===== src/rtl/sbqm_pkg.sv =====
// ----------------------------------------------------------------------------
// sbqm_pkg
// Shared types and elaboration-time helpers for the smart bank queue manager.
//   state_e    : divider FSM states (ST_LOAD, ST_DIV, ST_STORE)
//   waitWidth  : width of a wait-time result (count width + service width)
//   maxCount   : largest occupancy a queue counter can hold
//   ptrWidth   : bits needed to index n items (minimum 1)
// Optional feature macro used elsewhere in this slice: SBQM_DEBOUNCE_EN.
// ----------------------------------------------------------------------------
package sbqm_pkg;

    typedef enum logic [1:0] {
        ST_LOAD  = 2'd0,
        ST_DIV   = 2'd1,
        ST_STORE = 2'd2
    } state_e;

    function automatic int waitWidth(input int cntW, input int svcW);
        return cntW + svcW;
    endfunction

    function automatic int maxCount(input int cntW);
        return (1 << cntW) - 1;
    endfunction

    function automatic int ptrWidth(input int n);
        int w;
        w = 1;
        while ((1 << w) < n) w++;
        return w;
    endfunction

endpackage


===== src/rtl/sbqm_edge_det.sv =====
// ----------------------------------------------------------------------------
// sbqm_edge_det
// Turns one asynchronous photo-sensor level into a registered one-cycle pulse
// per rising edge. Two-flop synchroniser, optional debounce filter, then a
// rising-edge detector.
// Configuration macro: SBQM_DEBOUNCE_EN
//   defined     : the synced level must hold a new value for DB_CYC
//                 consecutive cycles before the filtered level follows it.
//   not defined : any synced rising edge produces a pulse.
// Ports
//   clk     in   system clock
//   rst     in   synchronous reset, active-high
//   sig_i   in   raw sensor level (asynchronous)
//   pulse_o out  one-cycle pulse per accepted rising edge
// ----------------------------------------------------------------------------
module sbqm_edge_det
`ifdef SBQM_DEBOUNCE_EN
#(
    parameter int DB_CYC = 4
)
`endif
(
    input  logic clk,
    input  logic rst,
    input  logic sig_i,
    output logic pulse_o
);

    logic sync1_q;
    logic sync2_q;
    logic level;
    logic levelPrev_q;
    logic pulse_q;

    always_ff @(posedge clk) begin
        if (rst) begin
            sync1_q <= 1'b0;
            sync2_q <= 1'b0;
        end else begin
            sync1_q <= sig_i;
            sync2_q <= sync1_q;
        end
    end

`ifdef SBQM_DEBOUNCE_EN
    import sbqm_pkg::*;

    localparam int DBC_W = ptrWidth(DB_CYC);

    logic [DBC_W-1:0] dbCnt_q;
    logic             filt_q;

    // The stability counter restarts whenever the synced level agrees with
    // the filtered one, so only an uninterrupted run of DB_CYC cycles at the
    // new level is able to move the filtered output.
    always_ff @(posedge clk) begin
        if (rst) begin
            filt_q  <= 1'b0;
            dbCnt_q <= '0;
        end else if (sync2_q == filt_q) begin
            dbCnt_q <= '0;
        end else if (dbCnt_q == DBC_W'(DB_CYC - 1)) begin
            filt_q  <= sync2_q;
            dbCnt_q <= '0;
        end else begin
            dbCnt_q <= dbCnt_q + 1'b1;
        end
    end

    assign level = filt_q;
`else
    assign level = sync2_q;
`endif

    always_ff @(posedge clk) begin
        if (rst) begin
            levelPrev_q <= 1'b0;
            pulse_q     <= 1'b0;
        end else begin
            levelPrev_q <= level;
            pulse_q     <= level & ~levelPrev_q;
        end
    end

    assign pulse_o = pulse_q;

endmodule


===== src/rtl/sbqm_multi_queue.sv =====
// ----------------------------------------------------------------------------
// sbqm_multi_queue
// N_CH independent customer queues counted from entry/exit photo sensors,
// with full/empty and sticky overflow/underflow flags, plus a shared
// round-robin restoring divider producing wait = count*SVC_T/tellers.
// Configuration macro: SBQM_DEBOUNCE_EN (adds DB_CYC debounce to every sensor).
// Ports
//   clk          in   system clock
//   rst          in   synchronous reset, active-high
//   ent_i        in   N_CH entry sensors (asynchronous levels)
//   ext_i        in   N_CH exit sensors (asynchronous levels)
//   tellers_i    in   number of active tellers (shared divisor)
//   clr_flags_i  in   clears ovf_o/unf_o
//   count_o      out  per-queue occupancy, ch0 in LSBs
//   full_o       out  count == MAX
//   empty_o      out  count == 0
//   ovf_o        out  sticky: entry seen while full
//   unf_o        out  sticky: exit seen while empty
//   wait_o       out  per-queue estimated wait, ch0 in LSBs
//   wait_vld_o   out  wait_o[ch] written at least once since reset
// ----------------------------------------------------------------------------
module sbqm_multi_queue
    import sbqm_pkg::*;
#(
    parameter int N_CH   = 4,
    parameter int CNT_W  = 3,
    parameter int SVC_W  = 4,
    parameter int SVC_T  = 5,
    parameter int TELL_W = 2
`ifdef SBQM_DEBOUNCE_EN
    ,
    parameter int DB_CYC = 4
`endif
)
(
    input  logic                           clk,
    input  logic                           rst,
    input  logic [N_CH-1:0]                ent_i,
    input  logic [N_CH-1:0]                ext_i,
    input  logic [TELL_W-1:0]              tellers_i,
    input  logic                           clr_flags_i,
    output logic [N_CH*CNT_W-1:0]          count_o,
    output logic [N_CH-1:0]                full_o,
    output logic [N_CH-1:0]                empty_o,
    output logic [N_CH-1:0]                ovf_o,
    output logic [N_CH-1:0]                unf_o,
    output logic [N_CH*(CNT_W+SVC_W)-1:0]  wait_o,
    output logic [N_CH-1:0]                wait_vld_o
);

    localparam int WAIT_W = waitWidth(CNT_W, SVC_W);
    localparam int PTR_W  = ptrWidth(N_CH);
    localparam int BIT_W  = ptrWidth(WAIT_W);
    localparam logic [CNT_W-1:0] CNT_MAX = CNT_W'(maxCount(CNT_W));

    logic [N_CH-1:0]   entPulse;
    logic [N_CH-1:0]   extPulse;

    logic [CNT_W-1:0]  count_q [N_CH];
    logic [CNT_W-1:0]  count_d [N_CH];
    logic [N_CH-1:0]   ovf_q, ovf_d;
    logic [N_CH-1:0]   unf_q, unf_d;

    state_e            state_q;
    logic [PTR_W-1:0]  chPtr_q;
    logic [TELL_W-1:0] divisor_q;
    logic [TELL_W-1:0] rem_q;
    logic [WAIT_W-1:0] quo_q;
    logic [BIT_W-1:0]  bitCnt_q;
    logic [WAIT_W-1:0] wait_q [N_CH];
    logic [N_CH-1:0]   waitVld_q;

    logic [WAIT_W-1:0] product;
    logic [TELL_W:0]   remShift;
    logic [TELL_W-1:0] remSub;
    logic              remFits;

    for (genvar ch = 0; ch < N_CH; ch++) begin : g_sensor
`ifdef SBQM_DEBOUNCE_EN
        sbqm_edge_det #(.DB_CYC(DB_CYC)) u_ent (
            .clk(clk), .rst(rst), .sig_i(ent_i[ch]), .pulse_o(entPulse[ch])
        );
        sbqm_edge_det #(.DB_CYC(DB_CYC)) u_ext (
            .clk(clk), .rst(rst), .sig_i(ext_i[ch]), .pulse_o(extPulse[ch])
        );
`else
        sbqm_edge_det u_ent (
            .clk(clk), .rst(rst), .sig_i(ent_i[ch]), .pulse_o(entPulse[ch])
        );
        sbqm_edge_det u_ext (
            .clk(clk), .rst(rst), .sig_i(ext_i[ch]), .pulse_o(extPulse[ch])
        );
`endif
    end

    // Saturating occupancy counters. An entry and exit in the same cycle
    // cancel. A flag event wins over clr_flags_i because the set is applied
    // after the clear.
    always_comb begin
        for (int ch = 0; ch < N_CH; ch++) begin
            count_d[ch] = count_q[ch];
            ovf_d[ch]   = ovf_q[ch] & ~clr_flags_i;
            unf_d[ch]   = unf_q[ch] & ~clr_flags_i;
            if (entPulse[ch] && !extPulse[ch]) begin
                if (count_q[ch] != CNT_MAX) begin
                    count_d[ch] = count_q[ch] + 1'b1;
                end else begin
                    ovf_d[ch] = 1'b1;
                end
            end else if (extPulse[ch] && !entPulse[ch]) begin
                if (count_q[ch] != '0) begin
                    count_d[ch] = count_q[ch] - 1'b1;
                end else begin
                    unf_d[ch] = 1'b1;
                end
            end
        end
    end

    always_ff @(posedge clk) begin
        if (rst) begin
            for (int ch = 0; ch < N_CH; ch++) begin
                count_q[ch] <= '0;
            end
            ovf_q <= '0;
            unf_q <= '0;
        end else begin
            count_q <= count_d;
            ovf_q   <= ovf_d;
            unf_q   <= unf_d;
        end
    end

    // Restoring-divide datapath. The remainder is always below the divisor,
    // so after the shift it fits in TELL_W+1 bits; when the subtraction is
    // taken its result fits back in TELL_W bits, letting the low bits alone
    // be subtracted.
    always_comb begin
        product  = WAIT_W'(count_q[chPtr_q]) * WAIT_W'(SVC_T);
        remShift = {rem_q, quo_q[WAIT_W-1]};
        remFits  = (remShift >= {1'b0, divisor_q});
        remSub   = remShift[TELL_W-1:0] - divisor_q;
    end

    // Round-robin divider FSM. quo_q starts as the dividend and shifts left
    // one bit per DIV cycle while quotient bits enter at the bottom, so after
    // WAIT_W cycles it holds the quotient. A zero divisor bypasses DIV and
    // stores the all-ones saturation value.
    always_ff @(posedge clk) begin
        if (rst) begin
            state_q   <= ST_LOAD;
            chPtr_q   <= '0;
            divisor_q <= '0;
            rem_q     <= '0;
            quo_q     <= '0;
            bitCnt_q  <= '0;
            waitVld_q <= '0;
            for (int ch = 0; ch < N_CH; ch++) begin
                wait_q[ch] <= '0;
            end
        end else begin
            case (state_q)
                ST_LOAD: begin
                    divisor_q <= tellers_i;
                    rem_q     <= '0;
                    bitCnt_q  <= '0;
                    if (tellers_i == '0) begin
                        quo_q   <= '1;
                        state_q <= ST_STORE;
                    end else begin
                        quo_q   <= product;
                        state_q <= ST_DIV;
                    end
                end
                ST_DIV: begin
                    if (remFits) begin
                        rem_q <= remSub;
                        quo_q <= {quo_q[WAIT_W-2:0], 1'b1};
                    end else begin
                        rem_q <= remShift[TELL_W-1:0];
                        quo_q <= {quo_q[WAIT_W-2:0], 1'b0};
                    end
                    bitCnt_q <= bitCnt_q + 1'b1;
                    if (bitCnt_q == BIT_W'(WAIT_W - 1)) begin
                        state_q <= ST_STORE;
                    end
                end
                ST_STORE: begin
                    wait_q[chPtr_q]    <= quo_q;
                    waitVld_q[chPtr_q] <= 1'b1;
                    if (chPtr_q == PTR_W'(N_CH - 1)) begin
                        chPtr_q <= '0;
                    end else begin
                        chPtr_q <= chPtr_q + 1'b1;
                    end
                    state_q <= ST_LOAD;
                end
                default: begin
                    state_q <= ST_LOAD;
                end
            endcase
        end
    end

    for (genvar ch = 0; ch < N_CH; ch++) begin : g_out
        assign count_o[ch*CNT_W +: CNT_W]   = count_q[ch];
        assign full_o[ch]                   = (count_q[ch] == CNT_MAX);
        assign empty_o[ch]                  = (count_q[ch] == '0);
        assign wait_o[ch*WAIT_W +: WAIT_W]  = wait_q[ch];
    end

    assign ovf_o      = ovf_q;
    assign unf_o      = unf_q;
    assign wait_vld_o = waitVld_q;

endmodule

===== config.mk =====
export PLATFORM = sky130hd
export DESIGN_NAME = sbqm_multi_queue
export DESIGN_NICKNAME = d
export VERILOG_FILES = /design/src/rtl/sbqm_pkg.sv /design/src/rtl/sbqm_edge_det.sv /design/src/rtl/sbqm_multi_queue.sv
export SDC_FILE = /design/constraint.sdc
export NUM_CORES = 1
export LEC_CHECK = 0
export CAP_MARGIN = 10
export CORE_AREA = 2 2 124 126
export DETAILED_ROUTE_END_ITERATION = 10
export DIE_AREA = 0 0 126 128
export GPL_ROUTABILITY_DRIVEN = 0
export GPL_TIMING_DRIVEN = 0
export PLACE_DENSITY = 0.58
export SLEW_MARGIN = 20
export SYNTH_ARGS = -nofsm -noshare
export SYNTH_HDL_FRONTEND = slang
export SYNTH_SLANG_ARGS = --single-unit

===== constraint.sdc =====
create_clock -name clk -period 2.75 [get_ports clk]
set_input_delay 0.55 -clock clk [delete_from_list [all_inputs] [get_ports clk]]
set_output_delay 0.55 -clock clk [all_outputs]
set_load 0.1 [all_outputs]

==> key figures <==
Timing
  – Period Utilization, post-route: 0.970
  – Worst Max-Slew Pin Slew: 991 ps
  – Highest clock rate: roughly 370 MHz
  – Slew Viols, Final: 0
  – Final Critical Period: 2670 ps
  – Clock skew: 5.58 ps
  – TNS Setup: 0 ps
  – Final Hold Viols: 0
  – RSZ-0062 raised after global routing: false
  – Setup Viol. Count Final: 0
  – Slew HR: 0.337
  – Hold_ws: ~380 ps

Run status
  – Status: complete, no violations

Pwr
  – PD cells: 567 nW/µm²
  – Leak: 0.00219 µW
  – Maximum VDD drop: 0.461 mV

Layout
  – Area Growth Syn to Fin: 28.6%
  – Multi-input logic area: 1870 µm²
  – Utilization after layout: 0.380
  – Share of cells above drive strength 1: 0.0733
  – FF+latch area: 2320 µm²
  – Fin cells: 693
  – Largest register FFs: 28
  – Final nets: ~540
  – Largest register by flop count: wait_q
  – Fin area: around 5600 µm²
  – Most frequent cells in the layout: dfxtp_1, clkdlybuf4s50_1, nor2b_1
  – Filler instances: 1464
  – Ant diodes: 0
  – Most common cell after layout, fill and taps aside: dfxtp_1

Floorplan
  – Die extent in y: 128 µm
  – Die width: 126 µm
  – Num ports: 73
  – Core area: 14900 µm²
  – Die area: 16100 µm²
  – Starting Density: 0.295
  – Cell Rows: 45

Clock tree
  – CTS tree: built
  – Clk root buf: clkbuf_16
  – Clock transition at the registers of the reported paths: roughly 70 ps
  – Postcts setup bufs: 0
  – H-Tree Depth: 3
  – Clock Sinks: 102
  – TritonCTS Buffers: 9
  – Buffer depth of the longest clock path: 2
  – Worst skew pair latency: 350 ps

Global route
  – Number of global-route vias before repair: 3092
  – GRT overflow: 0
  – First-pass GRT wire length: 15.6 mm
  – GRT Overall Usage: 0.122
  – Pin count of the biggest net entering global routing: 19
  – Initial antenna violation count: 0

Routing
  – Routed metal-1 wire length: 4.12 mm
  – Final WL: 9.48 mm
  – DR vias: 3251
  – Metal3 WL: 461 µm
  – Via density per instance: 4.69
  – Post-DRT Antenna Nets: 0
  – Post-DR wirelength/cell: 13.7 µm
  – DRT iter0 DRCs: 253
  – DR top layer: met4
  – WL met2: around 4.8 mm
  – DR DRC count: 0
  – 1st-pass router iterations: 4

Critical path
  – Worst Path Buf+Inv: 1
  – Delay-heaviest family, CP: buffers and inverters
  – Max incr delay on CP: 1210 ps
  – CP max stage cell: clkdlybuf4s50_1
  – Worst Setup Path Type: reg2out
  – Cell Chain, Critical Path: clkdlybuf4s50_1
  – R2R depth: 7
  – Path length in cells of the critical path: 1
  – Critical path data arrival time: about 2100 ps
  – Critical Path End Type: primary output
  – CP startpoint kind: register
  – CP Max Fanout: 10
  – Req. time, crit path: about 2200 ps

Hold path
  – Worst hold-check path type: reg2reg
  – Hold path cells: 1

Run
  – MaxCap Viol Count: 0

Yosys
  – Mapped Avg Cell Area: 10.5 µm²
  – Synthesized netlist cell count: 417
  – Synth Flop Type: dfxtp_1
  – Sequential area share after synthesis: 0.529
  – Post-Syn Nets: 453
  – Synth warn: 0
  – Number of flops mapped to enable cells by yosys: 28
  – Register bit total from synthesis: about 100
  – Post-synth ARST share: 0
  – Post-Syn Area: around 4400 µm²
  – Synth unique cells: 51

Place
  – Post-placement cell area: about 5400 µm²
  – DP Cell Count: 677
  – Hpwl dp: 6.93 mm
  – IO buf count: 72
==> final cells by class <==
cell class | instances | area share
repair buffers | 72 | 0.128
inverters | 31 | 0.0206
clock buffers | 9 | 0.0399
well taps | 188 | 0.0417
plain buffers | 20 | 0.0184
flip-flops and latches | 102 | 0.411
multi-input cells | 264 | 0.331
clock inverters | 7 | 0.00931
==> what timing repair did <==
item	4_1_cts	5_1_grt
hold buffers	0	0
pin swaps	0	0
cloned	0	0
endpoints found under the setup margin	8	3
resized for setup	10	3
==> per-layer routing <==
metal	vias up	GRT usage
met4	0	0.0368
met2	80	0.215
met5	-	0
met3	13	0.0363
li1	1613	-
met1	1545	0.144
==> cells in the mapped netlist (all sizes together) (5+ instances only) <==
library cell	count	area, µm²
o221ai	5	43.8
inv	31	116
o21ai	18	90.1
dfxtp	74	1480
nor3	8	40.0
a21oi	25	129
ha	19	238
nor4	6	37.5
nor2	19	71.3
edfxtp	28	841
and3	11	70.1
clkbuf	15	66.3
and2	28	175
nor2b	38	238
or3	5	36.3
nand2	20	75.1
buf	5	37.5
==> path summary, 6_finish.rpt <==
check / start / endpoint / slack, ps
max: count_o[6]$_SDFFE_PP0P_ / count_o[6] / 80
min: g_sensor[0].u_ent.levelPrev_q$_SDFF_PP0_ / g_sensor[0].u_ent.pulse_o$_SDFF_PP0_ / 380
max reg2reg: chPtr_q[0]$_SDFFE_PP0N_ / quo_q[4]$_SDFFE_PP0P_ / 430
min reg2reg: g_sensor[0].u_ent.levelPrev_q$_SDFF_PP0_ / g_sensor[0].u_ent.pulse_o$_SDFF_PP0_ / 380
==> stage by stage <==
step | setup WS (ps) | total power (µW)
2_1_floorplan | 23.3 | 1930
3_3_place_gp | 48.5 | 2030
3_5_place_dp | 47.3 | 2040
4_1_cts | 37.5 | 3240
5_1_grt | 2.31 | 3320
6_report | 83.0 | 3200
==> where the power goes <==
| part | switching (µW) | internal, µW |
|---|---|---|
| clock network | 570 | 622 |
| logic | 262 | 115 |
| registers | 36.0 | 1590 |
| total | 868 | 2330 |
==> cell families after synthesis <==
kind of cell,synth area share
muxes,0.0231
and+or+nand+nor,0.208
DFF,0.529
adders and majority gates,0.0724
xor gates and xnor gates,0.00798
buffers and inverters,0.0502
AOI/OAI and AO/OA,0.110
No activity file was read; power rests on OpenSTA's default activity.
